[config.mk]
export PLATFORM = sky130hd
export DESIGN_NAME = fp_sub_pipe
export DESIGN_NICKNAME = d
export VERILOG_FILES = /design/src/rtl/fp_pkg.sv /design/src/rtl/fp_lzc.sv /design/src/rtl/fp_sub_pipe.sv
export SDC_FILE = /design/constraint.sdc
export NUM_CORES = 1
export LEC_CHECK = 0
export CAP_MARGIN = 10
export CORE_MARGIN = 2
export CORE_UTILIZATION = 30
export CTS_CLUSTER_SIZE = 8
export DETAILED_ROUTE_END_ITERATION = 6
export GPL_TIMING_DRIVEN = 0
export SYNTH_ARGS = -nofsm -noshare
export SYNTH_HDL_FRONTEND = slang
export SYNTH_SLANG_ARGS = --single-unit
[constraint.sdc]
create_clock -name clk -period 9.8 [get_ports clk]
set_input_delay 0.98 -clock clk [delete_from_list [all_inputs] [get_ports clk]]
set_output_delay 0.98 -clock clk [all_outputs]
set_load 0.03 [all_outputs]
[src/rtl/fp_pkg.sv]
// Shared widths, constants and pipeline stage records for the single-precision subtractor.
package fp_pkg;
  localparam int EXP_W = 8;
  localparam int MAN_W = 23;
  localparam int EXP_MAX = 255;
  localparam logic [31:0] QNAN = 32'h7FC0_0000;
  // hidden bit + mantissa + two guard bits + sticky
  localparam int SIG_W = MAN_W + 4;

  typedef struct packed {
    logic             special;
    logic [31:0]      special_val;
    logic             sign;
    logic             sub;
    logic [EXP_W-1:0] exp;
    logic [SIG_W-1:0] sig_l;
    logic [SIG_W-1:0] sig_s;
  } s1_t;

  typedef struct packed {
    logic             special;
    logic [31:0]      special_val;
    logic             sign;
    logic             zero;
    logic [EXP_W:0]   exp;
    logic [SIG_W-1:0] sig;
  } s2_t;

  function automatic logic [EXP_W-1:0] eff_exp(input logic [EXP_W-1:0] e);
    eff_exp = (e == 8'd0) ? 8'd1 : e;
  endfunction
endpackage

[src/rtl/fp_lzc.sv]
// Leading-one detector over the 28-bit adder result; an all-zero input reports position 0.
module fp_lzc
  import fp_pkg::*;
(
  input  logic [SIG_W:0] x,
  output logic [4:0]     pos
);

  // Scan upward so the highest set bit is the last one kept.
  always_comb begin
    pos = 5'd0;
    for (int i = 0; i <= SIG_W; i++) begin
      pos = x[i] ? 5'(i) : pos;
    end
  end

endmodule

[src/rtl/fp_sub_pipe.sv]
// Three-stage IEEE-754 single-precision subtractor d = a - b with round-to-nearest-even.
module fp_sub_pipe
  import fp_pkg::*;
(
  input  logic        clk,
  input  logic        rst_n,
  input  logic        in_valid,
  output logic        in_ready,
  input  logic [31:0] a,
  input  logic [31:0] b,
  output logic        out_valid,
  input  logic        out_ready,
  output logic [31:0] d
);

  logic             adv;
  s1_t              s1_next, s1;
  s2_t              s2_next, s2;
  logic             v1, v2;
  logic [EXP_W-1:0] e_l, e_s, diff, max_sh;
  logic [23:0]      m_l, m_s;
  logic [51:0]      align;
  logic [SIG_W:0]   sum;
  logic [4:0]       lead, lsh;
  logic [24:0]      rnd;
  logic             inc;
  logic [EXP_W:0]   exp_r;
  logic [MAN_W-1:0] man;
  logic [31:0]      d_next;

  assign adv      = !out_valid || out_ready;
  assign in_ready = adv;

  // S1: special cases, swap so the larger magnitude is first, align the smaller one.
  always_comb begin
    s1_next = '0;
    if (a[30:0] >= b[30:0]) begin
      e_l = eff_exp(a[30:23]);
      e_s = eff_exp(b[30:23]);
      m_l = {(a[30:23] != 8'd0), a[22:0]};
      m_s = {(b[30:23] != 8'd0), b[22:0]};
      s1_next.sign = a[31];
    end else begin
      e_l = eff_exp(b[30:23]);
      e_s = eff_exp(a[30:23]);
      m_l = {(b[30:23] != 8'd0), b[22:0]};
      m_s = {(a[30:23] != 8'd0), a[22:0]};
      s1_next.sign = ~b[31];
    end
    diff  = e_l - e_s;
    align = {m_s, 28'd0} >> diff;
    s1_next.sub   = (a[31] == b[31]);
    s1_next.exp   = e_l;
    s1_next.sig_l = {m_l, 3'b000};
    if (diff > 8'd26) begin
      s1_next.sig_s = {26'd0, |m_s};
    end else begin
      s1_next.sig_s = {align[51:26], |align[25:0]};
    end
    if (a[30:23] == 8'(EXP_MAX) || b[30:23] == 8'(EXP_MAX)) begin
      s1_next.special     = 1'b1;
      s1_next.special_val = QNAN;
    end else if (b[30:0] == 31'd0) begin
      s1_next.special     = 1'b1;
      s1_next.special_val = a;
    end else if (a[30:0] == 31'd0) begin
      s1_next.special     = 1'b1;
      s1_next.special_val = {~b[31], b[30:0]};
    end else begin
      s1_next.special     = 1'b0;
      s1_next.special_val = 32'd0;
    end
  end

  // S1 register: captures the aligned operand pair whenever the pipe advances.
  always_ff @(posedge clk or negedge rst_n) begin
    if (!rst_n) begin
      v1 <= 1'b0;
      s1 <= '0;
    end else if (adv) begin
      v1 <= in_valid;
      s1 <= s1_next;
    end else begin
      v1 <= v1;
      s1 <= s1;
    end
  end

  assign sum = s1.sub ? ({1'b0, s1.sig_l} - {1'b0, s1.sig_s})
                      : ({1'b0, s1.sig_l} + {1'b0, s1.sig_s});

  fp_lzc u_lzc (
    .x  (sum),
    .pos(lead)
  );

  // S2: normalize so the leading one sits at bit 26, stopping at exponent 1 for denormals.
  always_comb begin
    s2_next             = '0;
    s2_next.special     = s1.special;
    s2_next.special_val = s1.special_val;
    s2_next.sign        = s1.sign;
    s2_next.zero        = (sum == 28'd0);
    lsh    = 5'd26 - lead;
    max_sh = s1.exp - 8'd1;
    if (lead == 5'd27) begin
      s2_next.sig = {sum[27:2], sum[1] | sum[0]};
      s2_next.exp = {1'b0, s1.exp} + 9'd1;
    end else if ({3'b000, lsh} <= max_sh) begin
      s2_next.sig = sum[26:0] << lsh;
      s2_next.exp = {1'b0, s1.exp} - {4'd0, lsh};
    end else begin
      s2_next.sig = sum[26:0] << max_sh;
      s2_next.exp = 9'd0;
    end
  end

  // S2 register: holds the normalized significand and exponent.
  always_ff @(posedge clk or negedge rst_n) begin
    if (!rst_n) begin
      v2 <= 1'b0;
      s2 <= '0;
    end else if (adv) begin
      v2 <= v1;
      s2 <= s2_next;
    end else begin
      v2 <= v2;
      s2 <= s2;
    end
  end

  // S3: round to nearest even, renormalize on carry-out, detect overflow, pack.
  always_comb begin
    inc    = s2.sig[2] & (s2.sig[3] | s2.sig[1] | s2.sig[0]);
    rnd    = {1'b0, s2.sig[26:3]} + {24'd0, inc};
    exp_r  = s2.exp;
    man    = 23'd0;
    d_next = 32'd0;
    if (s2.special) begin
      d_next = s2.special_val;
    end else if (s2.zero) begin
      d_next = 32'd0;
    end else begin
      if (rnd[24]) begin
        exp_r = s2.exp + 9'd1;
        man   = rnd[23:1];
      end else if (s2.exp == 9'd0 && rnd[23]) begin
        exp_r = 9'd1;
        man   = rnd[22:0];
      end else begin
        exp_r = s2.exp;
        man   = rnd[22:0];
      end
      if (exp_r >= 9'(EXP_MAX)) begin
        d_next = {s2.sign, 8'hFF, 23'd0};
      end else begin
        d_next = {s2.sign, exp_r[7:0], man};
      end
    end
  end

  // Output register: result and its valid flag, frozen while the consumer stalls.
  always_ff @(posedge clk or negedge rst_n) begin
    if (!rst_n) begin
      out_valid <= 1'b0;
      d         <= 32'd0;
    end else if (adv) begin
      out_valid <= v2;
      d         <= d_next;
    end else begin
      out_valid <= out_valid;
      d         <= d;
    end
  end

endmodule
# After elaboration in Yosys (flattened, before gate mapping)
# Index checks and enable logic that the tools add are counted.
classes:
  n_eq_ne: 4
  bitwise: 5
  magnitude_cmp: 4
  mux: 49
  shift: 3
  add_sub_neg: 9
  reduce_logical: 14
op_table:
  columns: ["cell", "n"]
  rows:
  - ["2-to-1 mux 5 bit", 26]
  - ["2-to-1 mux 33 bit", 3]
  - ["2-to-1 mux 36 bit", 2]
  - ["2-to-1 mux 32 bit", 2]
  - ["zero test 31 bit", 2]
  - ["right shift 52 x 8 -> 52 bit", 1]
  - ["2-to-1 mux 24 bit", 2]
  - ["2-to-1 mux 9 bit", 4]
  - ["2-to-1 mux 8 bit", 4]
  - ["greater-or-equal comparator 31 bit", 1]
  - ["2-to-1 mux 31 bit", 1]
  - ["adder 27 x 27 -> 28 bit", 1]
  - ["zero test 28 bit", 1]
  - ["2-to-1 mux 28 bit", 1]
  - ["subtractor 27 x 27 -> 28 bit", 1]
  - ["2-to-1 mux 27 bit", 1]
  - ["left shift 27 x 5 -> 27 bit", 1]
  - ["left shift 27 x 8 -> 27 bit", 1]
  - ["OR reduction 26 bit", 1]
  - ["adder 24 x 1 -> 25 bit", 1]
  - ["OR reduction 24 bit", 1]
  - ["2-to-1 mux 23 bit", 1]
  - ["== test 8 bit (second input constant)", 2]
  - ["zero test 8 bit", 2]
  - ["other kinds (20)", 25]
totals:
  regBits: 200

# Logic depth before layout (Yosys ltp)
# Gate-level depths: netlist of the first run.
depth:
  depth_word: 33
  ltp_mapped: 34

# By module
# A second synthesis of the first run with hierarchy kept.
hier_totals:
  cells_unflattened: 2326
  area_unflattened_um2: 17824.6
by_module_without_submodules:
  columns: ["module", "seq_area_each_um2", "area_each_um2", "cells_per_inst", "instances"]
  rows:
  - ["fp_sub_pipe", 5004.8, 17534.3, 2277, 1]
  - ["fp_lzc", 0.0, 290.3, 49, 1]

# Worst setup path after synthesis of the first run
# Ideal clock, no wire load.
synth_path:
  path_kind: "input-to-reg"
  start: "in b[14]"
  end: "reg s1[0] in the netlist's numbering"
  path_slack_ps: 2266
  t_arrival_ps: 7385
  path_stages: 25
  required_time_ps: 9651
  n_path_buf: 7
  setup_time_ps: 149
  cell_sequence: "inv_1 -> ha_1 -> nand4_1 -> nor4_1 -> a221oi_1 -> o21ai_0 -> a211o_1 -> clkbuf_1 -> clkbuf_1 -> buf_1 -> clkbuf_1 -> clkbuf_1 -> mux2i_1 -> ha_1 -> inv_2 -> buf_1 -> buf_1 -> mux4_2 -> mux2i_1 -> a21oi_1 -> a31oi_1 -> nand2_1 -> or4_1 -> o41ai_1 -> a221oi_1"
synth_via:
  elab_chain_cells: 6
synth_lines:
  columns: ["element", "line_no", "source"]
  rows:
  - ["start: declaration", "fp_sub_pipe.sv:10", "input logic [31:0] b,"]
  - ["greater-or-equal comparator 31 bit", "fp_sub_pipe.sv:37", "if (a[30:0] >= b[30:0]) begin"]
  - ["2-to-1 mux 8 bit", "fp_sub_pipe.sv:37", null]
  - ["subtractor 8 bit", "fp_sub_pipe.sv:50", "diff = e_l - e_s;"]
  - ["right shift 52 x 8 -> 52 bit", "fp_sub_pipe.sv:51", "align = {m_s, 28'd0} >> diff;"]
  - ["OR reduction 26 bit", "fp_sub_pipe.sv:58", "s1_next.sig_s = {align[51:26], |align[25:0]};"]
  - ["2-to-1 mux 27 bit *", "fp_sub_pipe.sv:55", "if (diff > 8'd26) begin"]
  - ["end signal: assignment", "fp_sub_pipe.sv:82", "s1 <= s1_next;"]
  - ["end: declaration", "fp_sub_pipe.sv:17", "s1_t s1_next, s1;"]
# Mark *: on every way between the ends. The rest lies on a longest branch, timed or not.
# A chain may end at the register's enable or synchronous reset.

# Final worst setup path of the first run
# Same ends and word-level chain as after synthesis.

==> results.tsv, run 1 <==
stage	metric	value	unit
synthesis	Synth area leader	dfrtp_1	
worst_setup_path	Worst setup EP type	flip-flop	
synthesis	Mapped Area	17700	um2
timing	minimum clock period	9.40	ns
worst_setup_path	max incr delay on CP	0.69	ns
floorplan	Core ar.	58800	um2
synthesis	top-count cell post-synth	nand2_1	
clocking	Clock Sinks	200	
run_status	outcome	finished, final reports clean	
synthesis	asr flop ratio synth	100	%
final_layout	Area growth syn-to-layout	15.1	%
synthesis	#FFs+latches synth	200	
synthesis	Area contributors post-synth	dfrtp_1, ha_1, nand2_1	
worst_setup_path	cell mode on critical path	o21ai_0	
timing	RSZ-0062 raised after global routing	no	
power_and_ir_drop	Clock Power Share	11.3	%
synthesis	post-synthesis sequential area ratio	28.2	%
floorplan	Initial Utilization	30.2	%
clocking	Clock transition at path regs	0.09	ns
routing	DRC	0	
worst_setup_path	Worst Path Max Fanout	10	
timing	Final period util	95.9	%
timing	Max Fclk	106	MHz
placed_design	I/O Buffers	101	
routing	DR pass1 iterations	6	
floorplan	Rows	89	
final_layout	fin nets	2541	
synthesis	Post-synth EDFFs	0	
timing	final setup fails	0	
timing	Setup TNS	0	ns
synthesis	Yosys cell types	101	
synthesis	Mapped Nets	2417	
worst_setup_path	Setup crit start kind	primary input	
power_and_ir_drop	Internal Power	0.00298	W
clocking	CTS root buffer	clkbuf_16	
worst_setup_path	kind of critical path	primary input to flip-flop	
final_layout	Ant. Diodes	0	
global_routing	GRT Util Overall	24.3	%
final_layout	multi-input combinational cell area	11700	um2
timing	slew at the pin with the worst max-slew slack	1.35	ns
synthesis	Syn Area/Cell	7.91	um2
power_and_ir_drop	LEAKAGE	8.46	nW
power_and_ir_drop	Cell Pwr Density	321	nW/um2
power_and_ir_drop	sequential power share	19.7	%
global_routing	remaining global-route overflow	0	
timing	Slew HR	9.26	%
worst_setup_path	Worst EP arrival	9.74	ns
clocking	Clock Latency Late Sink	0.51	ns
clocking	Clock Tree Buf Depth	2	
global_routing	vias in the first global route	17700	
clocking	CTS tree	yes	
routing	drt first-iter violations	1988	
placed_design	GPL Wtd Cong	1.04	
clocking	Post CTS Setup Buffer Count	0	
timing	clock skew	0.0158	ns
global_routing	antenna violations before repair	1	
placed_design	post-DP HPWL	59.5	mm
routing	Routed Antenna Nets	0	
routing	routed via count	18600	
floorplan	die width	247	um
floorplan	height of the die	247	um
final_layout	FF+latch area	5000	um2
routing	Routed WL per cell	23.6	um
final_layout	fill count	6197	
clocking	H-tree levels	4	
power_and_ir_drop	Psw	0.00358	W
routing	Via density	5.89	
floorplan	I/O pin count	102	
synthesis	Synth top cells by count	nand2_1, nor2_1, dfrtp_1	
hold_path	Hold Crit Class	flip-flop to flip-flop	
timing	final count of hold timing violations	0	
synthesis	post-synthesis cell count	2243	
worst_setup_path	slowest stage cell, crit path	clkdlybuf4s50_1	
routing	Routed WL	74.5	mm
final_layout	post-layout util	34.7	%
synthesis	prevailing post-synth register cell	dfrtp_1	
power_and_ir_drop	switch share	54.5	%
global_routing	largest net degree at the start of global routing	102	
final_layout	share of cells above drive strength 1	6.72	%
floorplan	full die area	61100	um2
synthesis	synth warn	0	
worst_setup_path	Req. time, crit path	10.15	ns
power_and_ir_drop	Peak VDD IR	166	uV
power_and_ir_drop	Gate power share	69.0	%
global_routing	first-pass GRT wire length	112	mm
timing	Pins Over Slew Limit	0	
synthesis	post-synth top area share	28.2	%
flow_run	total of max-cap violations	0	
clocking	TritonCTS buffer count	17	
routing by layer:
| metal | wire (um) | vias up | track usage (%) |
|---|---|---|---|
| met3 | 6650 | 191 | 6.33 |
| li1 | - | 8403 | - |
| met5 | 13 | - | 0 |
| met2 | 33600 | 947 | 38.7 |
| met1 | 31400 | 9022 | 31.5 |
| met4 | 2780 | 2 | 8.84 |
area by class of cell:
cell class / count / area share, %
Multi-Input combinational cell: 1794 / 57.5
Tap cell: 773 / 4.74
Clock buffer: 17 / 2.08
Sequential cell: 200 / 24.5
Inverter: 107 / 1.97
Clock inverter: 15 / 0.913
Buffer: 141 / 3.08
Timing Repair Buffer: 106 / 5.23
power by group through the flow:
| stage | Sequential (W) | Combinational [W] | Clock [W] |
|---|---|---|---|
| 2_1_floorplan | 0.00134 | 0.00284 | 0 |
| 3_3_place_gp | 0.00130 | 0.00434 | 0 |
| 3_5_place_dp | 0.00131 | 0.00434 | 0 |
| 4_1_cts | 0.00129 | 0.00437 | 0.000760 |
| 5_1_grt | 0.00132 | 0.00482 | 0.000789 |
| 6_report | 0.00129 | 0.00452 | 0.000744 |
critical path, delay by kind of cell:
kind                       cells  cell delay [ns]
buffers and inverters          7             2.54
adders and majority gates      2             0.60
muxes                          1             0.34
AOI/OAI and AO/OA             13             3.14
and+or+nand+nor                8             2.11
final timing paths:
check / startpoint / to / slack [ns] / cells after the start
min in group asynchronous: rst_n / s1[3] / 0.51 / 1
setup reg to reg: s1[0] / s2[22] / 0.86 / 30
max in group asynchronous: rst_n / s1[18] / 8.27 / 2
setup / recovery: b[14] / s1[0] / 0.40 / 31
hold / removal: v1 / v1 / 0.48 / 2
hold reg to reg: v1 / v1 / 0.48 / 2
state kept, by name, summed over array words and instances, names as in the netlist:
signal,flops
s1,94
v2,1
d,32
out_valid,1
s2,71
v1,1
cell families after synthesis:
kind of cell               count (synthesis)  share of synthesized area, %
AOI/OAI and AO/OA                        650                          24.4
and+or+nand+nor                          846                          21.5
DFF                                      200                          28.2
buffers and inverters                    249                          5.75
xor gates and xnor gates                  74                          3.69
adders and majority gates                106                          7.60
muxes                                    118                          8.83
stage by stage:
| stage | total power, W | std cells | hold slack, ns | setup WS, ns | instance area, um2 |
|---|---|---|---|---|---|
| final | 0.00656 | 3153 | 0.482 | 0.404 | 20400 |
| after global routing | 0.00693 | 3153 | 0.516 | 0.0451 | 20400 |
| after CTS | 0.00642 | 3152 | 0.484 | 0.0147 | 20400 |
| after detailed placement | 0.00565 | 3120 | 0.464 | -1.14 | 19800 |
| after global placement | 0.00564 | 3117 | 0.460 | -1.10 | 19700 |
| after floorplan | 0.00419 | 2243 | 0.430 | 2.27 | 17700 |
cell usage in the layout, fill, tap and decap left out, drive strengths merged, types with 21 or more instances in the layout:
cell and instances:
a22oi 29, o211ai 28, nand2 330, xnor2 47, nor4 27, ha 103
o22ai 30, xor2 27, a221oi 49, o21ai 163, a21o 23, a31oi 24
nand4 34, clkdlybuf4s50 100, a21oi 142, a211oi 29, o31ai 21, mux4 24
clkbuf 120, dfrtp 200, mux2i 74, inv 114, nand3 46, nor3 46
nand2b 26, nor2 250, buf 43
what timing repair did:
action	CTS	global route
setup endpoints to repair	25	5
hold buffers	0	0
resized for setup	7	5
No activity file was read; power rests on OpenSTA's default activity.
==> inputs of run 2 (changes only) <==
--- a/config.mk
+++ b/config.mk
@@ -5,12 +5,14 @@
 export SDC_FILE = /design/constraint.sdc
 export NUM_CORES = 1
 export LEC_CHECK = 0
+export ABC_AREA = 1
 export CAP_MARGIN = 10
 export CORE_MARGIN = 2
 export CORE_UTILIZATION = 30
-export CTS_CLUSTER_SIZE = 8
+export CTS_CLUSTER_SIZE = 25
 export DETAILED_ROUTE_END_ITERATION = 6
 export GPL_TIMING_DRIVEN = 0
+export SETUP_SLACK_MARGIN = 0.2
 export SYNTH_ARGS = -nofsm -noshare
 export SYNTH_HDL_FRONTEND = slang
 export SYNTH_SLANG_ARGS = --single-unit
==> results.tsv, run 2 <==
stage	metric	value	unit
clocking	Clock transition at path regs	0.08	ns
power_and_ir_drop	LEAKAGE	9.83	nW
synthesis	Post-synth EDFFs	0	
routing	Routed Antenna Nets	0	
synthesis	top-count cell post-synth	nand2_1	
timing	slew at the pin with the worst max-slew slack	0.962	ns
final_layout	fin cells	3693	
placed_design	placed instance count	3662	
worst_setup_path	internal reg-to-reg setup slack	2.95	ns
worst_setup_path	Worst setup startpoint	b[14]	
global_routing	vias in the first global route	18700	
worst_setup_path	cell mode on critical path	nand2_1	
synthesis	Syn Area/Cell	6.42	um2
routing	Routed WL per cell	19.7	um
timing	Pins Over Slew Limit	0	
power_and_ir_drop	Peak VDD IR	198	uV
final_layout	largest reg by FF count	s1	
final_layout	commonest non-fill, non-tap cell in the layout	nand2_1	
routing	Routed WL	72.9	mm
timing	minimum clock period	8.51	ns
global_routing	remaining global-route overflow	0	
routing	DR pass1 iterations	6	
floorplan	die width	248	um
run_status	outcome	finished, final reports clean	
floorplan	Initial Utilization	30.3	%
timing	final count of hold timing violations	0	
final_layout	Area growth syn-to-layout	14.7	%
clocking	CTS resizes	0	
synthesis	post-synthesis sequential area ratio	28.0	%
synthesis	Mapped Area	17900	um2
global_routing	first-pass GRT wire length	112	mm
clocking	CTS tree	yes	
timing	Max Fclk	118	MHz
final_layout	most frequent cells in the layout	nand2_1, inv_1, nand3_1	
synthesis	#FFs+latches synth	200	
placed_design	placed cell area	19900	um2
timing	Final period util	86.8	%
synthesis	Yosys cell types	63	
timing	Slew HR	35.9	%
routing	Via density	5.37	
synthesis	asr flop ratio synth	100	%
floorplan	full die area	61600	um2
synthesis	Area contributors post-synth	dfrtp_1, nand2_1, nand3_1	
clocking	Clock Sinks	200	
synthesis	post-synth top area share	28.0	%
worst_setup_path	Worst EP arrival	8.90	ns
synthesis	post-synthesis cell count	2786	
final_layout	fin nets	3082	
synthesis	prevailing post-synth register cell	dfrtp_1	
placed_design	I/O Buffers	101	
clocking	H-tree levels	4	
worst_setup_path	Worst Path Max Fanout	10	
global_routing	GRT Util Overall	23.7	%
synthesis	Synth top cells by count	nand2_1, inv_1, nand3_1	
timing	RSZ-0062 raised after global routing	no	
clocking	hold_buf cts	0	
clocking	Clock Tree Buf Depth	2	
clocking	TritonCTS buffer count	17	
worst_setup_path	slowest stage cell, crit path	clkdlybuf4s50_1	
clocking	Post CTS Setup Buffer Count	0	
routing	DRC	0	
worst_setup_path	worst r2r src	s1[30]	
routing	drt first-iter violations	1832	
timing	final setup fails	0	
worst_setup_path	Req. time, crit path	10.20	ns
worst_setup_path	kind of critical path	primary input to flip-flop	
hold_path	Hold Crit Class	primary input to async pin	
global_routing	antenna violations before repair	0	
worst_setup_path	Worst setup EP type	flip-flop	
final_layout	share of cells above drive strength 1	4.76	%
synthesis	Mapped Nets	2960	
timing	clock skew	0.0152	ns
synthesis	Synth area leader	dfrtp_1	
final_layout	post-route cell area	20500	um2
flow_run	total of max-cap violations	0	
global_routing	largest net degree at the start of global routing	80	
placed_design	GPL Wtd Cong	1.01	
final_layout	max reg flops	94	
floorplan	Rows	89	
synthesis	synth warn	0	
floorplan	Core ar.	59000	um2
clocking	Clock Latency Late Sink	0.46	ns
placed_design	post-DP HPWL	58.8	mm
final_layout	largest registers	s1 (94), s2 (71), d (32)	
routing	routed via count	19800	
floorplan	height of the die	248	um
worst_setup_path	Setup crit start kind	primary input	
power_and_ir_drop	Cell Pwr Density	358	nW/um2
floorplan	I/O pin count	102	
final_layout	Ant. Diodes	0	
clocking	CTS root buffer	clkbuf_16	
worst_setup_path	max incr delay on CP	0.77	ns
## run 2: cell types whose count changed after synthesis, moves of 26 or more
cell      previous run  this run
nand2b_1            26         0
nand3_1             45       285
o21ai_0            154       220
nand2_1            329       768
nor2_1             249       215
o32ai_1              4        37
inv_1              101       288
xnor2_1             47         3
a221oi_1            49         0
a21oi_1            142       170
mux2i_1             69         0
## run 2: final cells by class
type	instances	area [um2]
tap	773	967
clock inverter	14	159
sequential	200	5000
buffer	144	664
multi-input combinational	2132	11100
inverter	310	1160
fill	6548	38500
timing repair buffer	103	1070
clock buffer	17	425
## run 2: per-stage QoR
step	hold slack (ns)	setup WS, ns	power, W	util, %	setup TNS (ns)
floorplan	0.420	3.55	0.00486	-	0
finish	0.453	1.29	0.00734	34.8	0
detailed placement	0.444	0.955	0.00651	33.8	0
global placement	0.435	-1.07	0.00652	33.7	-209.73
global route	0.475	0.605	0.00799	34.8	0
CTS	0.453	1.41	0.00726	34.8	0
## run 2: final timing paths
check                       endpoint  cells past startpoint
min in group clk           out_valid                      2
setup / recovery               s1[0]                     41
hold / removal                s1[79]                      1
setup reg to reg              s2[21]                     43
hold reg to reg            out_valid                      2
max in group asynchronous      s1[8]                      2
## run 2: power breakdown
| part | switching, W | total, W | internal, W |
|---|---|---|---|
| clock | 0.000368 | 0.000732 | 0.000363 |
| combinational | 0.00364 | 0.00530 | 0.00166 |
| sequential | 0.000233 | 0.00131 | 0.00108 |
## run 2: logic make-up (layout without fill, tap and decap cells)
logic type | count (synthesis) | in the layout | synth area share (%)
and+or+nand+nor | 1420 | 1420 | 34.1
AOI/OAI and AO/OA | 559 | 559 | 17.8
buffers and inverters | 454 | 588 | 10.2
DFF | 200 | 200 | 28.0
adders and majority gates | 106 | 106 | 7.54
xor gates and xnor gates | 47 | 47 | 2.34
## run 2: metal layers
metal	track usage, %	vias to the layer above	part of all wire (%)
met5	0	-	0
met4	10.5	0	4.6
met3	3.44	179	6.4
met2	36.6	769	43
met1	32.7	9354	46
li1	-	9531	-
## run 2: critical path: cells and delay by family
| family | cells | cell delay, ns |
|---|---|---|
| compound gates | 6 | 1.00 |
| xor+xnor | 1 | 0.56 |
| buf+inv | 8 | 2.70 |
| fa+ha+maj | 2 | 0.68 |
| simple gates | 24 | 2.97 |
